**config.mk**
```make
export PLATFORM = sky130hd
export DESIGN_NAME = fsm_arbiter
export DESIGN_NICKNAME = d
export VERILOG_FILES = /design/src/rtl/fsm_arb_pkg.sv /design/src/rtl/fsm_arbiter_rr_pick.sv /design/src/rtl/fsm_arbiter.sv
export SDC_FILE = /design/constraint.sdc
export NUM_CORES = 1
export LEC_CHECK = 0
export BUFFER_PORTS_ARGS = -buffer_cell sky130_fd_sc_hd__buf_2
export CORE_MARGIN = 1
export CORE_UTILIZATION = 50
export DETAILED_ROUTE_END_ITERATION = 16
export GPL_ROUTABILITY_DRIVEN = 0
export PLACE_DENSITY = 0.84
export SYNTH_ARGS = -nofsm -noshare
export SYNTH_HDL_FRONTEND = slang
export SYNTH_SLANG_ARGS = --single-unit
```
**constraint.sdc**
```tcl
create_clock -name clk -period 9.44 [get_ports clk]
set_input_delay 1.888 -clock clk [delete_from_list [all_inputs] [get_ports clk]]
set_output_delay 1.888 -clock clk [all_outputs]
set_load 0.05 [all_outputs]
```
**src/rtl/fsm_arb_pkg.sv**
```systemverilog
// Shared types and constants for the fsm conversion-unit arbiter.
package fsm_arb_pkg;

    localparam int WORD_W   = 16;
    localparam int RESULT_W = 32;

    localparam logic [1:0] ERR_TIMEOUT = 2'b11;

    typedef enum logic [2:0] {
        IDLE,
        SEND0,
        SEND1,
        WAIT,
        RESP
    } arb_state_e;

endpackage

```
**src/rtl/fsm_arbiter_rr_pick.sv**
```systemverilog
// Combinational round-robin picker: first set request at or after ptr, wrapping.
module rr_pick #(
    parameter int NREQ = 4,
    parameter int PW   = $clog2(NREQ)
) (
    input  logic [NREQ-1:0] req,
    input  logic [PW-1:0]   ptr,
    output logic [NREQ-1:0] grant,
    output logic            valid
);

    logic [PW-1:0] idx;

    always_comb begin
        grant = '0;
        valid = 1'b0;
        idx   = '0;
        for (int i = 0; i < NREQ; i++) begin
            idx = PW'((int'(ptr) + i) % NREQ);
            if (!valid && req[idx]) begin
                grant[idx] = 1'b1;
                valid      = 1'b1;
            end
        end
    end

endmodule

```
**src/rtl/fsm_arbiter.sv**
```systemverilog
// Round-robin arbiter sequencing NREQ requesters onto one fsm conversion unit.
// Optional WAIT watchdog enabled by defining FSM_ARB_TIMEOUT_EN.
//
//   state | meaning
//   IDLE  | no transaction; grant winner (req_ready is Mealy here)
//   SEND0 | strobe word0 into the unit
//   SEND1 | strobe word1 into the unit
//   WAIT  | wait for u_r_o (or watchdog expiry)
//   RESP  | pulse resp_valid to the granted requester, advance rr_ptr
module fsm_arbiter
    import fsm_arb_pkg::*;
#(
    parameter int NREQ    = 4,
    parameter int TIMEOUT = 64
) (
    input  logic                   clk,
    input  logic                   reset,
    input  logic [NREQ-1:0]        req_valid,
    input  logic [NREQ*WORD_W-1:0] req_word0,
    input  logic [NREQ*WORD_W-1:0] req_word1,
    output logic [NREQ-1:0]        req_ready,
    output logic [NREQ-1:0]        resp_valid,
    output logic [RESULT_W-1:0]    resp_data,
    output logic [1:0]             resp_err,
    output logic                   u_reset,
    output logic                   u_R_I,
    output logic [WORD_W-1:0]      u_dataIn,
    input  logic [RESULT_W-1:0]    u_dataOut,
    input  logic                   u_r_o,
    input  logic [1:0]             u_err
);

    localparam int PW = $clog2(NREQ);

    arb_state_e          state_q, state_d;
    logic [PW-1:0]       ptr_q, gidx_q, pick_idx;
    logic [NREQ-1:0]     gnt_q, pick_grant;
    logic                pick_valid;
    logic [WORD_W-1:0]   word1_q, pick_w0, pick_w1;
    logic                ri_q;
    logic [WORD_W-1:0]   din_q;
    logic [NREQ-1:0]     rv_q;
    logic [RESULT_W-1:0] rd_q;
    logic [1:0]          re_q;
    logic                tmo_tc;

    rr_pick #(.NREQ(NREQ), .PW(PW)) u_pick (
        .req   (req_valid),
        .ptr   (ptr_q),
        .grant (pick_grant),
        .valid (pick_valid)
    );

    always_comb begin
        pick_idx = '0;
        pick_w0  = '0;
        pick_w1  = '0;
        for (int i = 0; i < NREQ; i++) begin
            if (pick_grant[i]) begin
                pick_idx = PW'(i);
                pick_w0  = req_word0[WORD_W*i +: WORD_W];
                pick_w1  = req_word1[WORD_W*i +: WORD_W];
            end
        end
    end

`ifdef FSM_ARB_TIMEOUT_EN
    localparam int TW = $clog2(TIMEOUT + 1);

    logic [TW-1:0] tmr_q;
    logic          tmo_pulse_q;

    // Reloaded whenever outside WAIT, so it always starts fresh on entry.
    always_ff @(posedge clk) begin
        if (reset) begin
            tmr_q       <= '0;
            tmo_pulse_q <= 1'b0;
        end else begin
            if (state_q != WAIT)
                tmr_q <= TW'(TIMEOUT - 1);
            else if (tmr_q != '0)
                tmr_q <= tmr_q - TW'(1);
            tmo_pulse_q <= (state_q == WAIT) && tmo_tc && !u_r_o;
        end
    end

    assign tmo_tc  = (tmr_q == '0);
    assign u_reset = reset | tmo_pulse_q;
`else
    logic unused_timeout;

    assign unused_timeout = (TIMEOUT != 0);
    assign tmo_tc         = 1'b0;
    assign u_reset        = reset;
`endif

    always_comb begin
        state_d = state_q;
        case (state_q)
            IDLE:    if (pick_valid) state_d = SEND0;
            SEND0:   state_d = SEND1;
            SEND1:   state_d = WAIT;
            WAIT:    if (u_r_o || tmo_tc) state_d = RESP;
            RESP:    state_d = IDLE;
            default: state_d = IDLE;
        endcase
    end

    assign req_ready = (state_q == IDLE && !reset) ? pick_grant : '0;

    // Outputs are registered from the next state so they are glitch-free.
    always_ff @(posedge clk) begin
        if (reset) begin
            state_q <= IDLE;
            ptr_q   <= '0;
            gidx_q  <= '0;
            gnt_q   <= '0;
            word1_q <= '0;
            ri_q    <= 1'b0;
            din_q   <= '0;
            rv_q    <= '0;
            rd_q    <= '0;
            re_q    <= '0;
        end else begin
            state_q <= state_d;

            if (state_q == IDLE && pick_valid) begin
                gnt_q   <= pick_grant;
                gidx_q  <= pick_idx;
                word1_q <= pick_w1;
            end

            ri_q <= (state_d == SEND0) || (state_d == SEND1);
            case (state_d)
                SEND0:   din_q <= pick_w0;
                SEND1:   din_q <= word1_q;
                default: din_q <= '0;
            endcase

            rv_q <= (state_d == RESP) ? gnt_q : '0;
            if (state_d == RESP && state_q == WAIT) begin
                rd_q <= u_r_o ? u_dataOut : '0;
                re_q <= u_r_o ? u_err : ERR_TIMEOUT;
            end else begin
                rd_q <= '0;
                re_q <= '0;
            end

            if (state_q == RESP)
                ptr_q <= (gidx_q == PW'(NREQ - 1)) ? '0 : gidx_q + PW'(1);
        end
    end

    assign u_R_I      = ri_q;
    assign u_dataIn   = din_q;
    assign resp_valid = rv_q;
    assign resp_data  = rd_q;
    assign resp_err   = re_q;

endmodule

```
==> flow_results.xml <==
<?xml version="1.0" encoding="UTF-8"?>
<metrics>
  <group name="yosys">
    <metric name="net_count_of_the_mapped_netlist" unit="">664</metric>
    <metric name="synth_warnings" unit="">0</metric>
    <metric name="synth_common_cells" unit="">dfxtp_1 (82), and2_1 (56), inv_1 (40), nand2_1 (24)</metric>
    <metric name="synth_simple_gate_area_share" unit="">0.1700</metric>
    <metric name="synth.yosys.seq_area_share" unit="">0.3609</metric>
    <metric name="post_synth_mux_area_share" unit="">0.01981</metric>
    <metric name="dominant_combinational_cell_family_by_area_after_synthesis" unit="">compound AO/OA/AOI/OAI gates</metric>
    <metric name="syn_area" unit="sq um">4548</metric>
    <metric name="synth-xor-area-share" unit="">0</metric>
    <metric name="synth_top_cell_area_share" unit="">0.3609</metric>
    <metric name="synthesized_instance_count" unit="">487</metric>
    <metric name="post_synth_fa_ha_maj_area_fraction" unit="">0.02201</metric>
    <metric name="synth_area_leaders" unit="">dfxtp_1 (36%), and2_1 (7.7%), a211oi_2 (3.9%)</metric>
    <metric name="ys.flop_type" unit="">dfxtp_1</metric>
    <metric name="synth.ff_latch_count" unit="">82</metric>
    <metric name="synth_compound_gate_area_share" unit="">0.3356</metric>
    <metric name="edff_count_synth" unit="">0</metric>
    <metric name="yosys.area.top_type" unit="">dfxtp_1</metric>
    <metric name="ys_async_sr_fraction" unit="">0</metric>
    <metric name="syn-mean-instance-area" unit="sq um">9.339</metric>
    <metric name="synth.distinct_cells" unit="">53</metric>
    <metric name="yosys.cell_count.top_type" unit="">dfxtp_1</metric>
  </group>
  <group name="floorplan">
    <metric name="ios" unit="">229</metric>
    <metric name="die-area" unit="sq um">9482</metric>
    <metric name="initial_utilization" unit="">0.5190</metric>
    <metric name="die_height" unit="um">97.38</metric>
    <metric name="floorplan.rows" unit="">34</metric>
    <metric name="floorplan.die.width" unit="um">97.38</metric>
    <metric name="design.core.area" unit="sq um">8763</metric>
  </group>
  <group name="power_and_ir_drop">
    <metric name="pwr-share-comb" unit="">0.297</metric>
    <metric name="vdd_drop_max" unit="mV">0.09732</metric>
    <metric name="power.switching_fraction" unit="">0.3368</metric>
    <metric name="share_of_power_burned_in_the_clock_network" unit="">0.301</metric>
    <metric name="seq_pwr_share" unit="">0.402</metric>
    <metric name="power.density_cell_area" unit="nW/um^2">164.6</metric>
    <metric name="net-switching-power" unit="uW">325.2</metric>
    <metric name="p_int" unit="uW">640.4</metric>
    <metric name="p_leak" unit="uW">0.002778</metric>
  </group>
  <group name="clocking">
    <metric name="clk_latency" unit="ps">360</metric>
    <metric name="postCtsResizedCells" unit="">0</metric>
    <metric name="cts_inserted_buffers" unit="">9</metric>
    <metric name="cts.repair_timing.setup_buffer_count" unit="">0</metric>
    <metric name="hold_buffers" unit="">0</metric>
    <metric name="clock_path_buffers" unit="">2</metric>
    <metric name="clock_sink_count" unit="">82</metric>
    <metric name="clock_tree.htree_level_count" unit="">3</metric>
    <metric name="ctsRootBufferMaster" unit="">clkbuf_8</metric>
    <metric name="cts_tree" unit="">done</metric>
    <metric name="clkSlewWorstSetupHoldPaths" unit="ps">80</metric>
  </group>
  <group name="sta">
    <metric name="worst_slew_margin_rel" unit="">0.2255</metric>
    <metric name="fin_worst_hold_slack" unit="ps">469.5</metric>
    <metric name="grt_setup_unrepaired" unit="">false</metric>
    <metric name="min_period" unit="ps">6127</metric>
    <metric name="tns" unit="ps">0</metric>
    <metric name="report.final.hold_viol_count" unit="">0</metric>
    <metric name="min_period_over_period" unit="">0.6491</metric>
    <metric name="finalSetupViolCount" unit="">0</metric>
    <metric name="finalClockSkew" unit="ps">11.78</metric>
    <metric name="worstMarginPinSlew" unit="ps">1160</metric>
    <metric name="fmaxAchievable" unit="MHz">163.2</metric>
    <metric name="final_max_slew_violation_count" unit="">0</metric>
  </group>
  <group name="grt">
    <metric name="grt_use_total" unit="">0.2956</metric>
    <metric name="grt_max_degree" unit="">46</metric>
    <metric name="globalRouteOverflowTotal" unit="">0</metric>
    <metric name="grt_pass1_wl" unit="um">22140</metric>
    <metric name="grt_antenna_before_repair" unit="">0</metric>
    <metric name="via_count_of_the_first_global_routing_pass" unit="">4508</metric>
  </group>
  <group name="worst_setup_path">
    <metric name="critPathBufInv" unit="">2</metric>
    <metric name="end_kind" unit="">primary output</metric>
    <metric name="critical-path-max-stage-delay" unit="ps">620</metric>
    <metric name="critical_path.slowest_cell" unit="">o21a_1</metric>
    <metric name="startpoint_type" unit="">primary input</metric>
    <metric name="crit_path_max_fanout" unit="">19</metric>
    <metric name="critical_path.top_delay_family" unit="">compound AO/OA/AOI/OAI gates</metric>
    <metric name="worstSetupPathType" unit="">in2out</metric>
    <metric name="timing.critical_path.cells" unit="">buf_2 -&gt; or3b_1 -&gt; a2111oi_4 -&gt; o21a_1 -&gt; nor2_1 -&gt; nor2_1 -&gt; buf_2</metric>
    <metric name="data_arrival_time_of_the_worst_path" unit="ps">4240</metric>
    <metric name="crit_required" unit="ps">7550</metric>
  </group>
  <group name="place">
    <metric name="port_buffers" unit="">228</metric>
    <metric name="dp_hpwl" unit="um">10640</metric>
  </group>
  <group name="run">
    <metric name="maxCapViolCount" unit="">0</metric>
  </group>
  <group name="drt">
    <metric name="drt_first_iter_violations" unit="">255</metric>
    <metric name="route.detailed.drc" unit="">0</metric>
    <metric name="route.antenna.remaining_nets" unit="">0</metric>
    <metric name="wl_per_cell" unit="um">17.74</metric>
    <metric name="final_wirelength" unit="um">14210</metric>
    <metric name="avgViaCountPerCell" unit="">5.864</metric>
    <metric name="drt_first_pass_iters" unit="">5</metric>
    <metric name="routed-via-count" unit="">4697</metric>
  </group>
  <group name="finish">
    <metric name="post_route_cells_drive_above_1_share" unit="">0.4271</metric>
    <metric name="syn2layout_area_growth" unit="%">29.00</metric>
    <metric name="layout.nets" unit="">865</metric>
    <metric name="antenna_cells_inserted" unit="">0</metric>
  </group>
  <group name="min_path">
    <metric name="hp-class" unit="">reg2reg</metric>
  </group>
  <group name="outcome">
    <metric name="status" unit="">complete, no violations</metric>
  </group>
</metrics>
==> metal layers <==
layer	vias to the layer above	global-route usage	wire (um)
met4	0	0.1527	579
met1	2170	0.3498	5415
met3	52	0.06835	1279
met5	-	0	0
li1	2178	-	-
met2	297	0.4981	6935
==> final cells by class <==
| cell class | instances | area, sq um |
|---|---|---|
| Clock inverter | 5 | 85.08 |
| Tap cell | 108 | 135.1 |
| Multi-Input combinational cell | 319 | 2516 |
| Inverter | 41 | 153.9 |
| Fill cell | 708 | 2897 |
| Sequential cell | 82 | 1642 |
| Timing Repair Buffer | 235 | 1194 |
| Clock buffer | 11 | 141.4 |
==> power by group through the flow <==
| stage | Clock, uW | Sequential, uW | Combinational (uW) |
|---|---|---|---|
| floorplan | 0 | 433 | 165 |
| global placement | 0 | 396 | 277 |
| detailed placement | 0 | 396 | 283 |
| CTS | 295 | 388 | 284 |
| global route | 307 | 391 | 305 |
| finish | 291 | 388 | 287 |
==> stage by stage <==
step           cells  worst slack [ps]  power [uW]  utilization  area [sq um]
4_1_cts          801              3333       967.4       0.6695          5867
5_1_grt          801              3244        1004       0.6695          5867
2_1_floorplan    487              3496       597.6            -          4548
6_report         801              3313       965.6       0.6695          5867
3_5_place_dp     785              3341       678.8       0.6436          5640
3_3_place_gp     785              3417       673.3       0.6436          5640
==> placed cells by master, fill, tap and decap left out, types with 16 or more instances in the layout <==
cell | netlist | layout
dfxtp_1 | 82 | 82
inv_1 | 40 | 40
nor2b_1 | 19 | 19
a311oi_1 | 16 | 16
nand2_1 | 24 | 24
o21ai_0 | 16 | 16
and2_1 | 56 | 56
o21bai_1 | 16 | 16
o311ai_1 | 16 | 16
a21oi_1 | 18 | 18
buf_2 | 9 | 228
nor2_1 | 16 | 16
a22o_1 | 16 | 16
==> kinds of logic after synthesis <==
logic type	after synthesis
AO/OA/AOI/OAI	170
adder cells (fa/ha/maj)	8
AND/OR/NAND/NOR	136
buffers and inverters	86
flip-flops	82
multiplexers	5
==> sequential cells by signal, summed over array words and instances, names as in the netlist <==
register / count
resp_valid: 4
u_dataIn: 16
u_R_I: 1
resp_data: 32
ptr_q: 2
state_q: 3
gidx_q: 2
word1_q: 16
gnt_q: 4
resp_err: 2
==> worst paths after layout <==
kind	startpoint	endpoint	slack, ps	cells past startpoint
max	req_valid[0]	req_ready[2]	3310	7
min reg2reg	gnt_q[3]	resp_valid[3]	470	1
min	gnt_q[3]	resp_valid[3]	470	1
max reg2reg	ptr_q[0]	u_dataIn[1]	5040	9
No activity file was read; power rests on OpenSTA's default activity.
